==> config.mk <==
export PLATFORM = sky130hd
export DESIGN_NAME = dht11_sample_manager
export DESIGN_NICKNAME = d
export VERILOG_FILES = /design/src/rtl/dht11_sample_manager_pkg.sv /design/src/rtl/dht11_ms_tick.sv /design/src/rtl/dht11_sample_manager.sv
export SDC_FILE = /design/constraint.sdc
export NUM_CORES = 1
export LEC_CHECK = 0
export BUFFER_PORTS_ARGS = -buffer_cell sky130_fd_sc_hd__buf_2
export CELL_PAD_IN_SITES_DETAIL_PLACEMENT = 1
export CELL_PAD_IN_SITES_GLOBAL_PLACEMENT = 2
export CORE_ASPECT_RATIO = 0.5
export CORE_UTILIZATION = 34
export DETAILED_ROUTE_END_ITERATION = 10
export PLACE_DENSITY_LB_ADDON = 0.05
export SLEW_MARGIN = 20
export SYNTH_ARGS = -nofsm -noshare
export SYNTH_HDL_FRONTEND = slang
export SYNTH_SLANG_ARGS = --single-unit
==> constraint.sdc <==
create_clock -name clk -period 4.58 [get_ports clk]
set_clock_uncertainty 0.1 [all_clocks]
set_input_delay 1.374 -clock clk [delete_from_list [all_inputs] [get_ports clk]]
set_output_delay 1.374 -clock clk [all_outputs]
set_load 0.02 [all_outputs]
==> src/rtl/dht11_sample_manager_pkg.sv <==
// Shared types for the DHT11 sample manager: frame layout,
// FSM states and sanity limits.
package dht11_sample_manager_pkg;

  localparam int FRAME_W = 40;
  localparam logic [7:0] RH_MAX = 8'd100;

  typedef enum logic [2:0] {
    IDLE,
    REQ,
    WAIT,
    CHECK,
    UPDATE,
    HOLD
  } state_t;

  typedef struct packed {
    logic [7:0] rh_int;
    logic [7:0] rh_dec;
    logic [7:0] t_int;
    logic [7:0] t_dec;
    logic [7:0] sum;
  } frame_t;

endpackage

==> src/rtl/dht11_ms_tick.sv <==
// Millisecond strobe generator; clr makes the current cycle count 0,
// so a period measured from the clr cycle is exact.
module dht11_ms_tick #(
  parameter int CLK_HZ = 100_000
) (
  input  logic clk,
  input  logic rst,
  input  logic clr,
  output logic tick
);

  localparam int DIV = CLK_HZ / 1000;
  localparam int CW = (DIV > 1) ? $clog2(DIV) : 1;
  localparam logic [CW-1:0] LAST = CW'(DIV - 1);

  logic [CW-1:0] cnt;
  logic [CW-1:0] cnt_eff;

  assign cnt_eff = clr ? '0 : cnt;
  assign tick    = (cnt_eff == LAST);

  always_ff @(posedge clk) begin
    if (rst) cnt <= '0;
    else     cnt <= tick ? '0 : cnt_eff + 1'b1;
  end

endmodule

==> src/rtl/dht11_sample_manager.sv <==
// Paces the DHT11 receiver, validates each frame and publishes
// humidity/temperature on a valid/ready port with health status.
module dht11_sample_manager
  import dht11_sample_manager_pkg::*;
#(
  parameter int CLK_HZ      = 100_000,
  parameter int POLL_MS     = 2000,
  parameter int TIMEOUT_MS  = 50,
  parameter int STALE_POLLS = 3
) (
  input  logic               clk,
  input  logic               rst,
  input  logic [FRAME_W-1:0] frame_data,
  input  logic               frame_valid,
  output logic               req_start,
  output logic [7:0]         hum_int,
  output logic [7:0]         hum_dec,
  output logic [7:0]         temp_int,
  output logic [7:0]         temp_dec,
  output logic               sample_valid,
  input  logic               sample_ready,
  output logic               overrun,
  output logic               crc_err,
  output logic [7:0]         err_count,
  output logic [7:0]         timeout_count,
  output logic               stale
);

  localparam logic [15:0] POLL_LAST = 16'(POLL_MS - 1);
  localparam logic [15:0] TO_LAST   = 16'(TIMEOUT_MS - 1);
  localparam logic [7:0]  STALE_N   = 8'(STALE_POLLS);

  function automatic logic frame_good(input frame_t f);
    logic [7:0] s;
    s = f.rh_int + f.rh_dec + f.t_int + f.t_dec;
    return (s == f.sum) && (f != '0) && (f.rh_int <= RH_MAX);
  endfunction

  state_t      state, state_nx;
  frame_t      frame_q;
  logic        tick, clr;
  logic [15:0] poll_cnt;
  logic [7:0]  fail_cnt, fail_inc;
  logic        good, timeout_hit, poll_hit, accept;

  dht11_ms_tick #(.CLK_HZ(CLK_HZ)) u_tick (
    .clk  (clk),
    .rst  (rst),
    .clr  (clr),
    .tick (tick)
  );

  assign good        = frame_good(frame_q);
  assign accept      = sample_valid && sample_ready;
  assign fail_inc    = (fail_cnt >= STALE_N) ? fail_cnt : fail_cnt + 8'd1;
  assign timeout_hit = (tick && poll_cnt == TO_LAST) || poll_cnt > TO_LAST;
  assign poll_hit    = (tick && poll_cnt == POLL_LAST) || poll_cnt > POLL_LAST;

  always_ff @(posedge clk) begin
    if (rst) state <= IDLE;
    else     state <= state_nx;
  end

  always_comb begin
    state_nx  = state;
    clr       = 1'b0;
    req_start = 1'b0;
    unique case (state)
      IDLE:   state_nx = REQ;
      REQ: begin
        req_start = 1'b1;
        clr       = 1'b1;
        state_nx  = WAIT;
      end
      WAIT: begin
        if (frame_valid)      state_nx = CHECK;
        else if (timeout_hit) state_nx = HOLD;
      end
      CHECK:  state_nx = good ? UPDATE : HOLD;
      UPDATE: state_nx = HOLD;
      HOLD:   if (poll_hit) state_nx = REQ;
      default: state_nx = IDLE;
    endcase
  end

  // Poll timer counts ms since the REQ pulse; shared by timeout and pacing
  always_ff @(posedge clk) begin
    if (rst || state == REQ)        poll_cnt <= '0;
    else if (tick && poll_cnt != '1) poll_cnt <= poll_cnt + 16'd1;
  end

  // Good frames are loaded at the end of CHECK so data appears two
  // cycles after frame_valid; UPDATE is the cycle they first show.
  always_ff @(posedge clk) begin
    if (rst) begin
      frame_q       <= '0;
      hum_int       <= '0;
      hum_dec       <= '0;
      temp_int      <= '0;
      temp_dec      <= '0;
      sample_valid  <= 1'b0;
      overrun       <= 1'b0;
      crc_err       <= 1'b0;
      err_count     <= '0;
      timeout_count <= '0;
      fail_cnt      <= '0;
      stale         <= 1'b0;
    end else begin
      crc_err <= 1'b0;
      if (state == WAIT && frame_valid) frame_q <= frame_data;
      if (state == WAIT && !frame_valid && timeout_hit) begin
        if (timeout_count != 8'hff) timeout_count <= timeout_count + 8'd1;
        fail_cnt <= fail_inc;
        stale    <= (fail_inc >= STALE_N);
      end
      if (state == CHECK && good) begin
        hum_int      <= frame_q.rh_int;
        hum_dec      <= frame_q.rh_dec;
        temp_int     <= frame_q.t_int;
        temp_dec     <= frame_q.t_dec;
        sample_valid <= 1'b1;
        fail_cnt     <= '0;
        stale        <= 1'b0;
        if (sample_valid && !sample_ready) overrun <= 1'b1;
      end else begin
        if (accept) sample_valid <= 1'b0;
        if (state == CHECK) begin
          crc_err  <= 1'b1;
          fail_cnt <= fail_inc;
          stale    <= (fail_inc >= STALE_N);
          if (err_count != 8'hff) err_count <= err_count + 8'd1;
        end
      end
    end
  end

endmodule
After elaboration in Yosys (flattened, before gate mapping)
Index checks and enable logic that the tools add are counted.
Word-level totals
  register bits after elaboration: 126
  latch bits: 0
  input bits: 44
  word-level logic and storage cells: 88
  output and inout bits: 53
  memories: 0
  ROM bits: 0
  RAM bits: 0
Cells by class
  div/mod/pow operators: 0
  reductions and logical operators: 26
  mux-type cells: 15
  order comparisons: 5
  $add $sub $neg: 8
  multipliers: 0
  shifts and indexed selects: 0
  bitwise operators: 1
  equality and inequality tests: 14
Operators with widths (count)
  $reduce_bool A40 Y1: 1
  $add A8 B1 Y8 const B: 3
  $add A8 B8 Y8: 3
  $mux W8: 3
  $pmux W3 S6: 1
  $add A16 B1 Y16 const B: 1
  $eq A16 B11 Y1 const B: 1
  $eq A16 B6 Y1 const B: 1
  $ge A8 B2 Y1 const B: 2
  $gt A16 B11 Y1 const B: 1
  $gt A16 B6 Y1 const B: 1
  $ne A16 B16 Y1 const B: 1
  $ne A8 B8 Y1 const B: 2
  $logic_and A1 B1 Y1: 11
  $mux W3: 3
  $eq A8 B8 Y1: 1
  $le A8 B7 Y1 const B: 1
  $add A7 B1 Y7 const B: 1
  $eq A7 B7 Y1 const B: 1
  $mux W1: 7
  $mux W7: 1
  $eq A3 B2 Y1 const B: 2
  $eq A3 B3 Y1 const B: 2
  $reduce_and A2 Y1: 3
  10 further kinds: 15

Depth between registers and ports, before layout
Gate-level depths: netlist of the first run.
  depth after elaboration: 9
  depth in mapped cells: 14
  mapped depth without buffers: 13

Hierarchy
Synthesis of the first run repeated with hierarchy kept, for this count alone.
Second synthesis, totals
  cells, all modules: 661
  area, all modules: 5834.3 sq um
Modules (own cells, without submodules)
  dht11_sample_manager: seq. area each 2382.3 sq um, area each 5462.7 sq um, cells each 621, times used 1
  dht11_ms_tick: seq. area each 140.1 sq um, area each 371.6 sq um, cells each 40, times used 1

Least setup slack after synthesis of the first run
No wires, ideal clock.
  path kind: reg2reg
  start: register frame_q[9] (netlist name)
  end: register err_count[5]
  data arrival time: 3563 ps
  period minus slack after synthesis: 3733 ps
  stages on the path, launching flop included: 14
  required time: 4410 ps
  buffers on the path: 0
  setup time: 70 ps
  setup slack: 847 ps
  path through: dfxtp_1 fa_1 inv_1 fa_1 inv_1 ha_1 fa_1 nand3_1 a21oi_1 a211oi_1 xnor2_1 a31o_2 or4b_2 a21oi_1
On the way
  word-level cells in the longest chain between the ends: 7
  elaborated cells on any way between the ends: 8
  classes of those cells: add/sub: 1; eq/ne: 1; bitwise: 1; reduce/logical: 5
Ends and longest elaborated chain
  start: declaration: RTL line dht11_sample_manager.sv:40  | frame_t frame_q;
  start signal: assignment: RTL line dht11_sample_manager.sv:110  | if (state == WAIT && frame_valid) frame_q <= frame_data;
  $add A8 B8 Y8: RTL line dht11_sample_manager.sv:35  | s = f.rh_int + f.rh_dec + f.t_int + f.t_dec;
  $eq A8 B8 Y1: RTL line dht11_sample_manager.sv:36  | return (s == f.sum) && (f != '0) && (f.rh_int <= RH_MAX);
  $logic_and A1 B1 Y1 (*) (2 in a row): RTL line dht11_sample_manager.sv:36
  $logic_and A1 B1 Y1 (*): RTL line dht11_sample_manager.sv:116  | if (state == CHECK && good) begin
  $not A1 Y1 (no source line) (*)
  $reduce_and A3 Y1 (no source line) (*)
  end signal: assignment: RTL line dht11_sample_manager.sv:131  | if (err_count != 8'hff) err_count <= err_count + 8'd1;
  end: declaration: RTL line dht11_sample_manager.sv:24  | output logic [7:0] err_count,
Every way passes the cells marked *; elsewhere a longest branch is shown, timed or not.
A chain may end at the register's enable or synchronous reset.

Worst setup path after layout of the first run
  start: register frame_q[9] (netlist name)
  end: register temp_int[2]
On the way
  word-level cells in the longest chain between the ends: 5
  elaborated cells on any way between the ends: 6
  classes of those cells: add/sub: 1; eq/ne: 1; reduce/logical: 4
Ends and longest elaborated chain
  $add A8 B8 Y8: RTL line dht11_sample_manager.sv:35
  $eq A8 B8 Y1: RTL line dht11_sample_manager.sv:36
  $logic_and A1 B1 Y1 (*) (2 in a row): RTL line dht11_sample_manager.sv:36
  $logic_and A1 B1 Y1 (*): RTL line dht11_sample_manager.sv:116
  end signal: assignment: RTL line dht11_sample_manager.sv:119  | temp_int <= frame_q.t_int;
  end: declaration: RTL line dht11_sample_manager.sv:18  | output logic [7:0] temp_int,
Marked as above.

==> metrics.md, run 1 <==
| Metric | Value |
|---|---|
| Run status | finished, final reports clean |
| Max_cap viols | 0 |
| Total die area | 17400 µm² |
| Tightest Pin Transition | between 1000 and 1500 ps |
| CTS Buf Count | 17 |
| CTS tree | built |
| Critical Path End Type | register |
| Commonest non-fill, non-tap cell in the layout | dfxtp_1 |
| Syn Area/Cell | a little under 9 µm² |
| Vias in the first global route | just under 5000 |
| Req. time, crit path | roughly 4700 ps |
| Setup violations, final | 0 |
| Post-Route WL | 15500 µm |
| Startpoint Class | register |
| Filler cells | between 1500 and 2000 |
| Initial antenna violation count | 0 |
| CTS clk-pin slew, worst paths | 50 ps |
| Cts repair resizes | 0 |
| Slowest CP cell | fa_1 |
| Die Y | around 94 µm |
| Drt first pass iters | 4 |
| Drt via density | 4.90 |
| Dpl hpwl | 10600 µm |
| Wire per inst | between 15 and 20 µm |
| CP max stage delay | around 540 ps |
| Cells after Synth | between 600 and 700 |
| Fin crit period | between 4000 and 5000 ps |
| Total Neg Setup Slack | 0 ps |
| Max Fclk | about 0.24 GHz |
| Nets | just over 800 |
| Remaining DRCs | 0 |
| Clock root buffer | clkbuf_16 |
| GPL Wtd Cong | between 0.7 and 0.8 |
| Total GRT Usage | between 10% and 20% |
| Via count | 4805 |
| Final period utilization | 92.0% |
| # diodes | 0 |
| IO Pins | a little under 100 |
| Syn Nets | 725 |
| Slew HR | a little under a third |
| Buffers on Ports | 96 |
| Worst Path Buf+Inv | 3 |
| Crit path top cell by count | fa_1 |
| Max H-tree Level | 4 |
| Clock tree buffer depth | 2 |
| Cell Pwr Density | slightly above 400 nW/µm² |
| GRT overflow | 0 |
| Count of final max-slew check failures | 0 |
| Worst skew pair latency | 420 ps |
| Cell Area, Synth | ~5700 µm² |
| VDD IR max | a little under 0.3 mV |
| Post-CTS setup buffer count | 0 |
| Top delay family on crit path | adder cells |
| CP Class | reg -> reg |
| RSZ-0062 raised after global routing | false |
| Core Region | 16400 µm² |
| Drt initial violations | approximately 150 |
| Number of library cell types mapped by synthesis | around 50 |
| Final hold vios | 0 |
| Clock sink count | 126 |
| Hold buffer count at cts | 0 |
| Routed Antenna Nets | 0 |
| Synth-to-Final Area Change | 21.6% |
| Ys async rst share | 0% |
| CP arrival | roughly 4400 ps |
| Largest net degree at the start of global routing | a little over 90 |
| YS warnings | 0 |
| #FFs+latches synth | between 100 and 150 |
| Worst-path fanout max | 40 |
| Post-synth EDFFs | 0 |
| Top FF cell, synth | dfxtp_1 |
| Hold Crit Class | reg -> reg |
| Most frequent cells in the layout | dfxtp_1, nand2_1, buf_2, nor2_1, a21oi_1 |
| FP Rows | 33 |
| Post-synthesis sequential area ratio | between 40% and 50% |
| First-pass GRT wire length | 25400 µm |
| Die width | approximately 190 µm |
| Total power | ~2.9 mW |
| Layout cells sized above 1 | between 15 and 20% |
| Leakage | around 3.1 nW |
| Initial core utilization | 34.8% |
| CP Cell Sequence | fa_1 > inv_1 > fa_1 > inv_1 > ha_1 > fa_1 > nand3_1 > a21oi_1 > nor4_1 > nor4b_1 > nand4_1 > buf_4 > mux2i_1 > nor2_1 |
==> layout make-up <==
type	count	area, µm²	share of cell area (%)
multi-input cells	475	3010	43.2
flip-flops and latches	126	2520	36.2
repair buffers	99	503	7.23
clock buffers	24	472	6.78
well taps	227	284	4.08
clock inverters	7	87.6	1.26
inverters	23	86.3	1.24
==> sequential cells by signal (all words and copies together) (netlist names), 3 cells and up <==
register and cells:
err_count 8, fail_cnt 8, frame_q 40, hum_dec 8
hum_int 8, poll_cnt 16, state 3, temp_dec 8
temp_int 8, timeout_count 8, u_tick.cnt 7
==> stage by stage <==
stage          hold slack, ps  cell area, µm²  std cells  utilization, %  worst slack (ps)
2_1_floorplan             353            5730        653               -               847
3_3_place_gp              362            6400        950            39.0               450
3_5_place_dp              370            6400        950            39.0               439
4_1_cts                   384            6960        981            42.4               362
5_1_grt                   395            6960        981            42.4              30.4
6_report                  379            6960        981            42.4               366
==> final timing paths <==
kind	from	endpoint	slack [ps]	cells past startpoint
setup reg to reg	frame_q[9]	temp_int[2]	370	14
setup / recovery	frame_q[9]	temp_int[2]	370	14
hold / removal	overrun	overrun	380	1
hold reg to reg	overrun	overrun	380	1
==> synth_stat cells (15+ instances only) <==
cell | n | area, µm²
nor2_1 | 78 | 293
inv_1 | 23 | 86.3
nand3_1 | 15 | 75.1
nor4_1 | 16 | 100
a21oi_1 | 58 | 290
nand2_1 | 104 | 390
dfxtp_1 | 126 | 2520
xor2_1 | 21 | 184
mux2i_1 | 34 | 340
clkbuf_1 | 25 | 93.8
xnor2_1 | 17 | 149
==> power by group <==
part / internal (mW) / switching (mW)
Clock: 0.823 / 0.490
Combinational: 0.137 / 0.232
Sequential: 1.13 / 0.0462
==> kinds of logic after synthesis <==
| group | after synthesis | synth area share (%) |
|---|---|---|
| buffers and inverters | 52 | 3.50 |
| muxes | 35 | 6.14 |
| and+or+nand+nor | 284 | 23.4 |
| adders and majority gates | 28 | 7.95 |
| DFF | 126 | 44.1 |
| AOI/OAI and AO/OA | 90 | 9.18 |
| xor gates and xnor gates | 38 | 5.81 |
==> metal layers <==
metal	track usage, %	vias to the layer above	routed length [µm]	part of all wire (%)
met1	24.7	2328	7740	50
met5	0	-	0	0
met4	5.99	0	155	1.0
met2	31.4	57	7090	46
li1	-	2407	-	-
met3	4.65	13	495	3.2
Power figures use the tool's default switching activity.
==> inputs of run 2 (changes only) <==
- GPL_TIMING_DRIVEN: default -> 0
==> run 2 against run 1 <==
Compared with the run above: routed wire length rose by 4.3%; design area rose by 3.2%; power rose by 10%; critical path depth did not move; count of clock-buffer cells in the layout fell by 2; worst hold slack got worse by 14 ps; flip-flop and latch count did not move; sequential share of layout area fell by 1.1 points.
==> metrics.md, run 2 (synthesis results as in run 1) <==
| Metric | Value |
|---|---|
| Run status | finished, final reports clean (unchanged) |
| Clock sink count | 126 (unchanged) |
| Cell Pwr Density | 439 nW/µm² (was 411 nW/µm²) |
| Largest registers | frame_q x40, poll_cnt x16 (unchanged) |
| Worst-path fanout max | 10 (was 40) |
| CP Class | reg -> reg (unchanged) |
| Initial core utilization | 34.8% (unchanged) |
| Largest net degree at the start of global routing | 17 (was 93) |
| Count of final max-slew check failures | 0 (unchanged) |
| Largest register by flop count | frame_q (unchanged) |
| Drt via density | 4.91 (was 4.90) |
| IO Pins | 97 (unchanged) |
| Initial antenna violation count | 0 (unchanged) |
| Total Neg Setup Slack | 0 ps (unchanged) |
| Reg2reg start | frame_q[9] (unchanged) |
| Drt initial violations | 170 (was 148) |
| Dpl hpwl | 11800 µm (was 10600 µm) |
| Commonest non-fill, non-tap cell in the layout | dfxtp_1 (unchanged) |
| Slew HR | 50.8% (was 30.9%) |
| Tightest Pin Transition | 733 ps (was 1040 ps) |
| Wire per inst | 16.0 µm (was 15.8 µm) |
| Nets | 840 (was 814) |
| Critical Path End Type | register (unchanged) |
| # diodes | 0 (unchanged) |
| Buffers on Ports | 96 (unchanged) |
| Max H-tree Level | 4 (unchanged) |
| Total die area | 17400 µm² (unchanged) |
| FP Rows | 33 (unchanged) |
| Cts repair resizes | 0 (unchanged) |
| CTS tree | built (unchanged) |
| RSZ-0062 raised after global routing | false (unchanged) |
| Drt first pass iters | 4 (unchanged) |
| Hold Path Depth | 1 (unchanged) |
| Setup ws final | 196 ps (was 366 ps) |
| Req. time, crit path | 4770 ps (was 4740 ps) |
| Die Y | 93.8 µm (unchanged) |
| Post-layout util | 43.7% (was 42.4%) |
| Most frequent cells in the layout | dfxtp_1, nand2_1, buf_2, nor2_1, a21oi_1 (unchanged) |
| Hold Crit Class | reg -> reg (unchanged) |
| Leakage | 3.16 nW (was 3.08 nW) |
| Worst r2r path cells | 14 (unchanged) |
| CP arrival | 4570 ps (was 4370 ps) |
| Vias in the first global route | 4984 (was 4897) |
| Via count | 4953 (was 4805) |
| Clock root buffer | clkbuf_16 (unchanged) |
| Routed Antenna Nets | 0 (unchanged) |
| Worst skew pair latency | 420 ps (about the same) |
| Synth-to-Final Area Change | 25.4% (was 21.6%) |
| Remaining DRCs | 0 (unchanged) |
| Hold buffer count at cts | 0 (unchanged) |
| Total power | 3.15 mW (was 2.86 mW) |
| Startpoint Class | register (unchanged) |
| GPL Wtd Cong | 0.795 (was 0.782) |
| Die width | 186 µm (unchanged) |
| VDD IR max | 0.300 mV (was 0.295 mV) |
| Max_cap viols | 0 (unchanged) |
| Worst setup path start | frame_q[9] (unchanged) |
| Setup violations, final | 0 (unchanged) |
| Final hold vios | 0 (unchanged) |
| First-pass GRT wire length | 26000 µm (was 25400 µm) |
| Max Fclk | 0.228 GHz (was 0.237 GHz) |
| Layout cells sized above 1 | 18.2% (about the same) |
| Clock tree buffer depth | 2 (unchanged) |
| Post-CTS setup buffer count | 0 (unchanged) |
| HP Start | overrun (unchanged) |
| Pre-CTS WS | 308 ps (was 439 ps) |
| GRT overflow | 0 (unchanged) |
| Filler cells | 2000 (was 1971) |
| Final period utilization | 95.7% (was 92.0%) |
| Fin crit period | 4380 ps (was 4210 ps) |
| CTS clk-pin slew, worst paths | 60 ps (was 50 ps) |
| Worst reg2reg setup slack | 200 ps (was 370 ps) |
| Max reg flops | 40 (unchanged) |
| Core Region | 16400 µm² (unchanged) |
| Total GRT Usage | 19.8% (was 19.1%) |
| CTS Buf Count | 17 (unchanged) |
| Post-Route WL | 16100 µm (was 15500 µm) |
## run 2: changes by cell type in the layout (fill, tap and decap cells not counted)
| cell | before | now |
|---|---|---|
| clkbuf_1 | 5 | 26 |
| nand2_1 | 103 | 104 |
| clkbuf_8 | 2 | 4 |
| buf_2 | 96 | 100 |
| buf_4 | 3 | 0 |
| clkinv_4 | 0 | 1 |
| bufinv_16 | 2 | 6 |
| clkinv_2 | 4 | 2 |
| nand2_2 | 2 | 1 |
## run 2: power breakdown
part / internal [mW] / total, mW / switching (mW)
clock network: 1.08 / 1.59 / 0.509
logic: 0.143 / 0.388 / 0.246
registers: 1.13 / 1.18 / 0.0464
## run 2: critical path: stages (launching register included)
cell and delay [ps]:
dfxtp_1 360, fa_1 550, inv_1 50, fa_1 500, inv_1 40, ha_1 220
fa_1 480, xor2_1 170, nor4_1 190, nand2_1 130, nor4b_1 490, nand4_1 320
buf_2 360, mux2i_1 210, nor2_1 50
## run 2: final timing paths
path / to
setup / recovery: temp_dec[3]
hold / removal: overrun
setup reg to reg: temp_dec[3]
hold reg to reg: overrun
## run 2: layout make-up
cell class / instances / area [µm²] / area share, %
inverter: 23 / 86.3 / 1.20
multi-input combinational: 475 / 3000 / 41.8
clock inverter: 10 / 206 / 2.88
clock buffer: 22 / 484 / 6.74
timing repair buffer: 96 / 480 / 6.69
sequential: 126 / 2520 / 35.1
tap: 227 / 284 / 3.96
buffer: 29 / 114 / 1.59
## run 2: stage by stage
step / hold slack [ps] / area [µm²] / cells
2_1_floorplan: 353 / 5730 / 653
3_3_place_gp: 345 / 6490 / 976
3_5_place_dp: 361 / 6490 / 976
4_1_cts: 377 / 7180 / 1008
5_1_grt: 393 / 7180 / 1008
6_report: 365 / 7180 / 1008
## run 2: layer usage
layer	vias up	track usage, %	wire (µm)
met5	-	0	0
met4	0	5.99	140
met3	13	4.65	495
met2	62	32.1	7340
met1	2422	25.9	8160
li1	2456	-	-
